`src/rtl/spi_master_cfg.sv`:
```
// spi_master_cfg -- run-time configurable full-duplex SPI master.
//
// Frames of 1..DATA_W bits are exchanged with selectable CPOL/CPHA, bit order
// and SCK half-period (H = clk_div_i + 1 system clocks). SS can be held low
// across chained frames, and a frame can be aborted at any point.
//
// Ports:
//   spi_clk_i        system clock (rising edge)
//   spi_rst_i        synchronous active-low reset
//   spi_start_i      start request, honoured in IDLE or HOLD only
//   spi_abort_i      abort the current frame (ignored in IDLE)
//   spi_hold_i       keep SS low after this frame (sampled at end of TRAIL)
//   frame_len_i      frame length in bits, 0 = ignore start, >DATA_W clamped
//   clk_div_i        SCK half-period minus one
//   cpol_i, cpha_i   SPI mode
//   spi_fbo_i        1 = MSB first, 0 = LSB first
//   tx_data_i        transmit frame, right-aligned
//   MISO             serial input
//   SCK, MOSI, SS    serial clock, serial output, active-low select
//   spi_busy_o       frame in progress (LEAD/XFER/TRAIL)
//   done             one-cycle pulse when a frame completes
//   received_data_o  last completed frame, right-aligned, upper bits zero
module spi_master_cfg #(
    parameter int DATA_W = 80,
    parameter int LEN_W  = 7,
    parameter int DIV_W  = 8
) (
    input  logic              spi_clk_i,
    input  logic              spi_rst_i,
    input  logic              spi_start_i,
    input  logic              spi_abort_i,
    input  logic              spi_hold_i,
    input  logic [LEN_W-1:0]  frame_len_i,
    input  logic [DIV_W-1:0]  clk_div_i,
    input  logic              cpol_i,
    input  logic              cpha_i,
    input  logic              spi_fbo_i,
    input  logic [DATA_W-1:0] tx_data_i,
    input  logic              MISO,
    output logic              SCK,
    output logic              MOSI,
    output logic              SS,
    output logic              spi_busy_o,
    output logic              done,
    output logic [DATA_W-1:0] received_data_o
);

    typedef enum logic [2:0] {
        S_IDLE, S_LEAD, S_XFER, S_TRAIL, S_HOLD
    } state_t;

    state_t            r_state;
    logic [LEN_W-1:0]  r_len;
    logic [DIV_W-1:0]  r_div;
    logic              r_cpol;
    logic              r_cpha;
    logic              r_fbo;
    logic [DATA_W-1:0] r_tx;
    logic [DATA_W-1:0] r_rx;
    logic [DIV_W-1:0]  r_cnt;
    logic [LEN_W:0]    r_edge;   // SCK edges already driven in this frame

    // Wire position k -> data index under the latched bit order.
    function automatic logic [LEN_W-1:0] f_idx(input logic [LEN_W-1:0] k,
                                               input logic [LEN_W-1:0] len,
                                               input logic             fbo);
        return fbo ? (len - k - LEN_W'(1)) : k;
    endfunction

    logic [LEN_W-1:0] w_len_clamp;
    logic             w_abort;
    logic             w_accept;
    logic             w_tick;
    logic [LEN_W:0]   w_edge_n;
    logic             w_last;
    logic             w_sample;
    logic             w_shift;
    logic [LEN_W-1:0] w_is;
    logic [LEN_W-1:0] w_id;
    logic [LEN_W-1:0] w_first_idx;

    assign w_len_clamp = (int'(frame_len_i) > DATA_W) ? LEN_W'(DATA_W) : frame_len_i;
    assign w_abort     = spi_abort_i && (r_state != S_IDLE);
    // In IDLE a start is refused during the done cycle so SS gets at least one high cycle.
    assign w_accept    = spi_start_i && (frame_len_i != '0) && !w_abort &&
                         (((r_state == S_IDLE) && !done) || (r_state == S_HOLD));
    assign w_tick      = (r_cnt == r_div);
    assign w_edge_n    = r_edge + (LEN_W+1)'(1);
    assign w_last      = (w_edge_n == {r_len, 1'b0});
    // Odd edges sample for CPHA=0, even edges for CPHA=1; the other parity shifts,
    // except that CPHA=0 never shifts on the final edge.
    assign w_sample    = r_cpha ? ~w_edge_n[0] : w_edge_n[0];
    assign w_shift     = r_cpha ? w_edge_n[0] : (~w_edge_n[0] && !w_last);
    // Sampled bit and CPHA=1 driven bit are both k = r_edge/2; CPHA=0 drives k = edge/2.
    assign w_is        = f_idx(LEN_W'(r_edge >> 1), r_len, r_fbo);
    assign w_id        = r_cpha ? w_is : f_idx(LEN_W'(w_edge_n >> 1), r_len, r_fbo);
    assign w_first_idx = f_idx('0, w_len_clamp, spi_fbo_i);

    always_ff @(posedge spi_clk_i) begin
        if (!spi_rst_i) begin
            r_state         <= S_IDLE;
            r_len           <= '0;
            r_div           <= '0;
            r_cpol          <= 1'b0;
            r_cpha          <= 1'b0;
            r_fbo           <= 1'b0;
            r_tx            <= '0;
            r_rx            <= '0;
            r_cnt           <= '0;
            r_edge          <= '0;
            SCK             <= 1'b0;
            MOSI            <= 1'b1;
            SS              <= 1'b1;
            spi_busy_o      <= 1'b0;
            done            <= 1'b0;
            received_data_o <= '0;
        end else begin
            done <= 1'b0;
            if (w_abort) begin
                r_state    <= S_IDLE;
                SS         <= 1'b1;
                SCK        <= r_cpol;
                MOSI       <= 1'b1;
                spi_busy_o <= 1'b0;
            end else if (w_accept) begin
                r_state    <= S_LEAD;
                r_len      <= w_len_clamp;
                r_div      <= clk_div_i;
                r_cpol     <= cpol_i;
                r_cpha     <= cpha_i;
                r_fbo      <= spi_fbo_i;
                r_tx       <= tx_data_i;
                r_rx       <= '0;
                r_cnt      <= '0;
                r_edge     <= '0;
                SS         <= 1'b0;
                SCK        <= cpol_i;
                MOSI       <= cpha_i ? 1'b1 : tx_data_i[w_first_idx];
                spi_busy_o <= 1'b1;
            end else begin
                case (r_state)
                    S_IDLE: begin
                        SS   <= 1'b1;
                        SCK  <= r_cpol;
                        MOSI <= 1'b1;
                    end
                    S_LEAD, S_XFER: begin
                        if (w_tick) begin
                            r_cnt  <= '0;
                            r_edge <= w_edge_n;
                            SCK    <= ~SCK;
                            if (w_sample) r_rx[w_is] <= MISO;
                            if (w_shift)  MOSI <= r_tx[w_id];
                            r_state <= w_last ? S_TRAIL : S_XFER;
                        end else begin
                            r_cnt <= r_cnt + DIV_W'(1);
                        end
                    end
                    S_TRAIL: begin
                        if (w_tick) begin
                            r_cnt           <= '0;
                            done            <= 1'b1;
                            spi_busy_o      <= 1'b0;
                            MOSI            <= 1'b1;
                            received_data_o <= r_rx;
                            r_state         <= spi_hold_i ? S_HOLD : S_IDLE;
                        end else begin
                            r_cnt <= r_cnt + DIV_W'(1);
                        end
                    end
                    S_HOLD: begin
                        MOSI <= 1'b1;
                        if (!spi_hold_i) r_state <= S_IDLE;
                    end
                    default: r_state <= S_IDLE;
                endcase
            end
        end
    end

endmodule

```
`config.mk`:
```
export PLATFORM = sky130hd
export DESIGN_NAME = spi_master_cfg
export DESIGN_NICKNAME = d
export VERILOG_FILES = /design/src/rtl/spi_master_cfg.sv
export SDC_FILE = /design/constraint.sdc
export NUM_CORES = 1
export LEC_CHECK = 0
export CAP_MARGIN = 20
export CORE_ASPECT_RATIO = 1.75
export CORE_UTILIZATION = 35
export CTS_BUF_LIST = sky130_fd_sc_hd__clkbuf_4
export DETAILED_ROUTE_END_ITERATION = 10
export PLACE_DENSITY = 0.55
export SETUP_SLACK_MARGIN = 0.4
export SYNTH_ARGS = -nofsm -noshare
export SYNTH_HDL_FRONTEND = slang
export SYNTH_SLANG_ARGS = --single-unit
```
`constraint.sdc`:
```
create_clock -name spi_clk_i -period 7.9 [get_ports spi_clk_i]
set_clock_uncertainty 0.15 [all_clocks]
set_input_delay 2.37 -clock spi_clk_i [delete_from_list [all_inputs] [get_ports spi_clk_i]]
set_output_delay 2.37 -clock spi_clk_i [all_outputs]
set_load 0.02 [all_outputs]
```
==> results by group <==
Synthesis
  • Portion of the post-synthesis area used by sequential elements: 0.4202
  • Post-synth design cell area: 13,440 um2
  • Seq cells post-synth: 282
  • Post-synth EDFFs: 0
  • Yosys synthesis warning count: 0
  • Avg Synthesized Cell Area: about 8.4 um2
  • Ys async rst share: 0
  • Number of nets in the synthesized netlist: 1,712
  • Count of distinct cell types in the synthesized netlist: 72
  • Top_reg_cell synth: sky130_fd_sc_hd__dfxtp_1
  • Cells after synthesis: 1,595

CTS
  • Quantity of gates resized following cts: 0
  • Number of hold-repair buffers added at the cts stage: 0
  • Number of H-tree levels: 3
  • CTS tree: done
  • Maximum buffer depth of the clock tree: 3
  • Clock latency on the worst-skew pair: ~750 ps
  • Clock Pin Slew Worst Setup and Hold Paths: 60 ps
  • Sinks on Clock Net: 282
  • Setup Buffers After CTS: 0
  • CTS root buffer: sky130_fd_sc_hd__clkbuf_4
  • Total clock buffers created by CTS: between 70 and 80

Place
  • Detail Placement HPWL: 31.36 mm
  • Placed Cells incl. Taps: 2,177
  • Routability-driven placement congestion ratio: 0.8754
  • Buffers on Ports: 188

Setup path
  • Startpoint types: primary input
  • Type of element capturing the critical path: register
  • Crit path DAT: 6510 ps
  • Worst Setup Path Type: in2reg
  • Worst Path Required: 8320 ps
  • Crit Path Max Fanout: 16

Drt
  • Residual antenna-violating net count after detailed routing: 0
  • WL per Instance: approximately 19 um
  • First drt pass iteration count: 5
  • Mean number of vias per cell: about 5.3
  • DRC violation count after routing: 0
  • Total number of vias: 12,250
  • Total detailed-routing wirelength: 43.01 mm
  • Violation count after the first detailed-routing iteration: 610

Layout
  • Final-stage net count: 1,890
  • Share of cells above drive strength 1: 0.1013
  • Count of fill cells added during filler insertion: 3,791
  • Non-filler cells, final: between 2,000 and 2,500
  • Layout area overhead: 23.68%

STA
  • Setup repair after global routing missed its margin: false
  • Fmax: 164.1 MHz
  • Period utilisation layout: 0.7714
  • Final period demand of the worst path: 6094 ps
  • Tightest slew margin relative to the limit: 0.2387
  • Slew @ Worst Pin: 1138 ps
  • Number of setup violations in the final report: 0
  • Setup TNS: 0 ps
  • Count of final max-slew check failures: 0
  • Final hold violations: 0

Floorplanning
  • Chip width: around 150 um
  • Area of the die: slightly below 40,000 um2
  • Placement Rows: 94
  • Core area: 37,750 um2
  • Floorplan die height: 261.2 um
  • Number of primary I/O pins: roughly 190
  • Starting Density: 0.3559

GRT
  • Congestion Overflow GR: 0
  • Via count of the first global-routing pass: 12,160
  • Maximum number of pins on one net before global-route repair: around 120
  • Total routing usage reported by global routing: 0.2242
  • Wire length of the first global-routing pass: 67.27 mm
  • Number of antenna violations at the first check in global routing: 1

Power and ir drop
  • Pwr per Cell Area: 191.0 nW/um2
  • Leakage power: 0.005928 uW
  • VDD IR-drop max: around 0.17 mV

Job
  • # Max-Cap Violations: 0

Hold path
  • Worst Hold Class: reg2reg

Status
  • Status: complete, no violations
==> worst max-delay path: stages <==
cell and delay (ps):
sky130_fd_sc_hd__clkdlybuf4s50_1 790, sky130_fd_sc_hd__o21ai_1 120, sky130_fd_sc_hd__buf_4 200, sky130_fd_sc_hd__and2_1 170
sky130_fd_sc_hd__inv_1 50, sky130_fd_sc_hd__buf_4 210, sky130_fd_sc_hd__ha_1 320, sky130_fd_sc_hd__nor2b_1 170
sky130_fd_sc_hd__a211o_1 220, sky130_fd_sc_hd__buf_4 320, sky130_fd_sc_hd__and2_1 330, sky130_fd_sc_hd__a211oi_1 80
sky130_fd_sc_hd__a211o_1 270, sky130_fd_sc_hd__and3_1 180, sky130_fd_sc_hd__o32ai_1 290, sky130_fd_sc_hd__o2111ai_1 170
sky130_fd_sc_hd__a21oi_1 160, sky130_fd_sc_hd__a311oi_1 60
==> per-layer routing <==
metal | GRT usage | routed length, um | share of wire
met1 | 0.2234 | 15600 | 0.36
met5 | 0 | 0 | 0
met2 | 0.4348 | 23970 | 0.56
met3 | 0.03589 | 1780 | 0.041
met4 | 0.1204 | 1654 | 0.038
==> placed cells by master (no fill, tap or decap), types with 8 or more instances in the layout <==
master                            netlist  routed
sky130_fd_sc_hd__nand2_1              403     403
sky130_fd_sc_hd__dfxtp_1              282     282
sky130_fd_sc_hd__clkdlybuf4s50_1        0     187
sky130_fd_sc_hd__a21boi_0             177     177
sky130_fd_sc_hd__a21oi_1              110     110
sky130_fd_sc_hd__clkbuf_4               0     101
sky130_fd_sc_hd__a22oi_1               82      82
sky130_fd_sc_hd__nor2_1                59      58
sky130_fd_sc_hd__mux2i_1               40      40
sky130_fd_sc_hd__buf_4                  1      29
sky130_fd_sc_hd__nor3_1                25      25
sky130_fd_sc_hd__inv_1                 22      22
sky130_fd_sc_hd__mux4_2                21      21
sky130_fd_sc_hd__xnor2_1               20      20
sky130_fd_sc_hd__nand3_1               20      20
sky130_fd_sc_hd__o21ai_0               20      19
sky130_fd_sc_hd__and3_1                18      18
sky130_fd_sc_hd__xor2_1                17      17
sky130_fd_sc_hd__ha_1                  12      12
sky130_fd_sc_hd__nand2b_1              10      10
sky130_fd_sc_hd__nor2b_1               10      10
sky130_fd_sc_hd__or3_1                  8       8
sky130_fd_sc_hd__nand4_1                8       8
sky130_fd_sc_hd__a211oi_1               8       8
==> registers in the layout (all words and copies together) (netlist names) <==
signal and count:
r_rx 80, received_data_o 80, r_cnt 8, r_tx 80
r_fbo 1, r_len 7, r_edge 8, SCK 1
done 1, r_cpol 1, r_state 3, SS 1
r_cpha 1, spi_busy_o 1, r_div 8, MOSI 1
==> synth_stat cells, types with 21 or more instances <==
master / n / area (um2)
sky130_fd_sc_hd__nor3_1: 25 / 125.1
sky130_fd_sc_hd__a21oi_1: 110 / 550.5
sky130_fd_sc_hd__nand2_1: 403 / 1513
sky130_fd_sc_hd__mux2i_1: 40 / 400.4
sky130_fd_sc_hd__a21boi_0: 177 / 1329
sky130_fd_sc_hd__dfxtp_1: 282 / 5645
sky130_fd_sc_hd__inv_1: 22 / 82.58
sky130_fd_sc_hd__mux4_2: 21 / 473.0
sky130_fd_sc_hd__a22oi_1: 82 / 615.6
sky130_fd_sc_hd__clkbuf_1: 94 / 352.8
sky130_fd_sc_hd__nor2_1: 59 / 221.5
==> final timing paths <==
check | start | to | slack (ps) | cells past startpoint
worst max-delay path | frame_len_i[6] | MOSI$_SDFFE_PP1P_ | 1810 | 18
worst min-delay path | received_data_o[14]$_SDFFE_PN0P_ | received_data_o[14]$_SDFFE_PN0P_ | 310 | 2
worst max register to register | r_edge[0]$_SDFFE_PN0P_ | MOSI$_SDFFE_PP1P_ | 3640 | 12
worst min register to register | received_data_o[14]$_SDFFE_PN0P_ | received_data_o[14]$_SDFFE_PN0P_ | 310 | 2
==> kinds of logic after synthesis <==
group                      after synthesis  share of synthesized area
muxes                                   66                    0.06919
adders and majority gates               16                    0.01518
AOI/OAI and AO/OA                      466                     0.2421
and+or+nand+nor                        591                     0.1877
DFF                                    282                     0.4202
buffers and inverters                  136                    0.04032
xor gates and xnor gates                38                    0.02533
==> stage by stage <==
step	setup slack [ps]	hold slack, ps	util	area (um2)	total power [uW]
floorplan	2077	290.2	-	13440	1807
global placement	1182	300.2	0.4159	15700	1981
detailed placement	1107	308.0	0.4164	15720	1988
CTS	1862	316.6	0.4392	16580	3223
global route	1514	334.9	0.4401	16620	3339
finish	1806	314.2	0.4401	16620	3174
==> report_power, final <==
group | internal [uW] | switching [uW]
registers | 1460 | 30.2
clock network | 620 | 600
logic | 195 | 268
==> final cells by class <==
class | instances | area [um2] | area share
multi-input combinational | 1177 | 7291 | 0.4387
inverter | 22 | 82.58 | 0.004970
tap | 480 | 600.6 | 0.03614
clock buffer | 101 | 758.2 | 0.04563
sequential | 282 | 5645 | 0.3397
antenna | 4 | 10.01 | 0.0006024
clock inverter | 16 | 100.1 | 0.006024
timing repair buffer | 218 | 2130 | 0.1282
No activity file was read; power rests on OpenSTA's default activity.
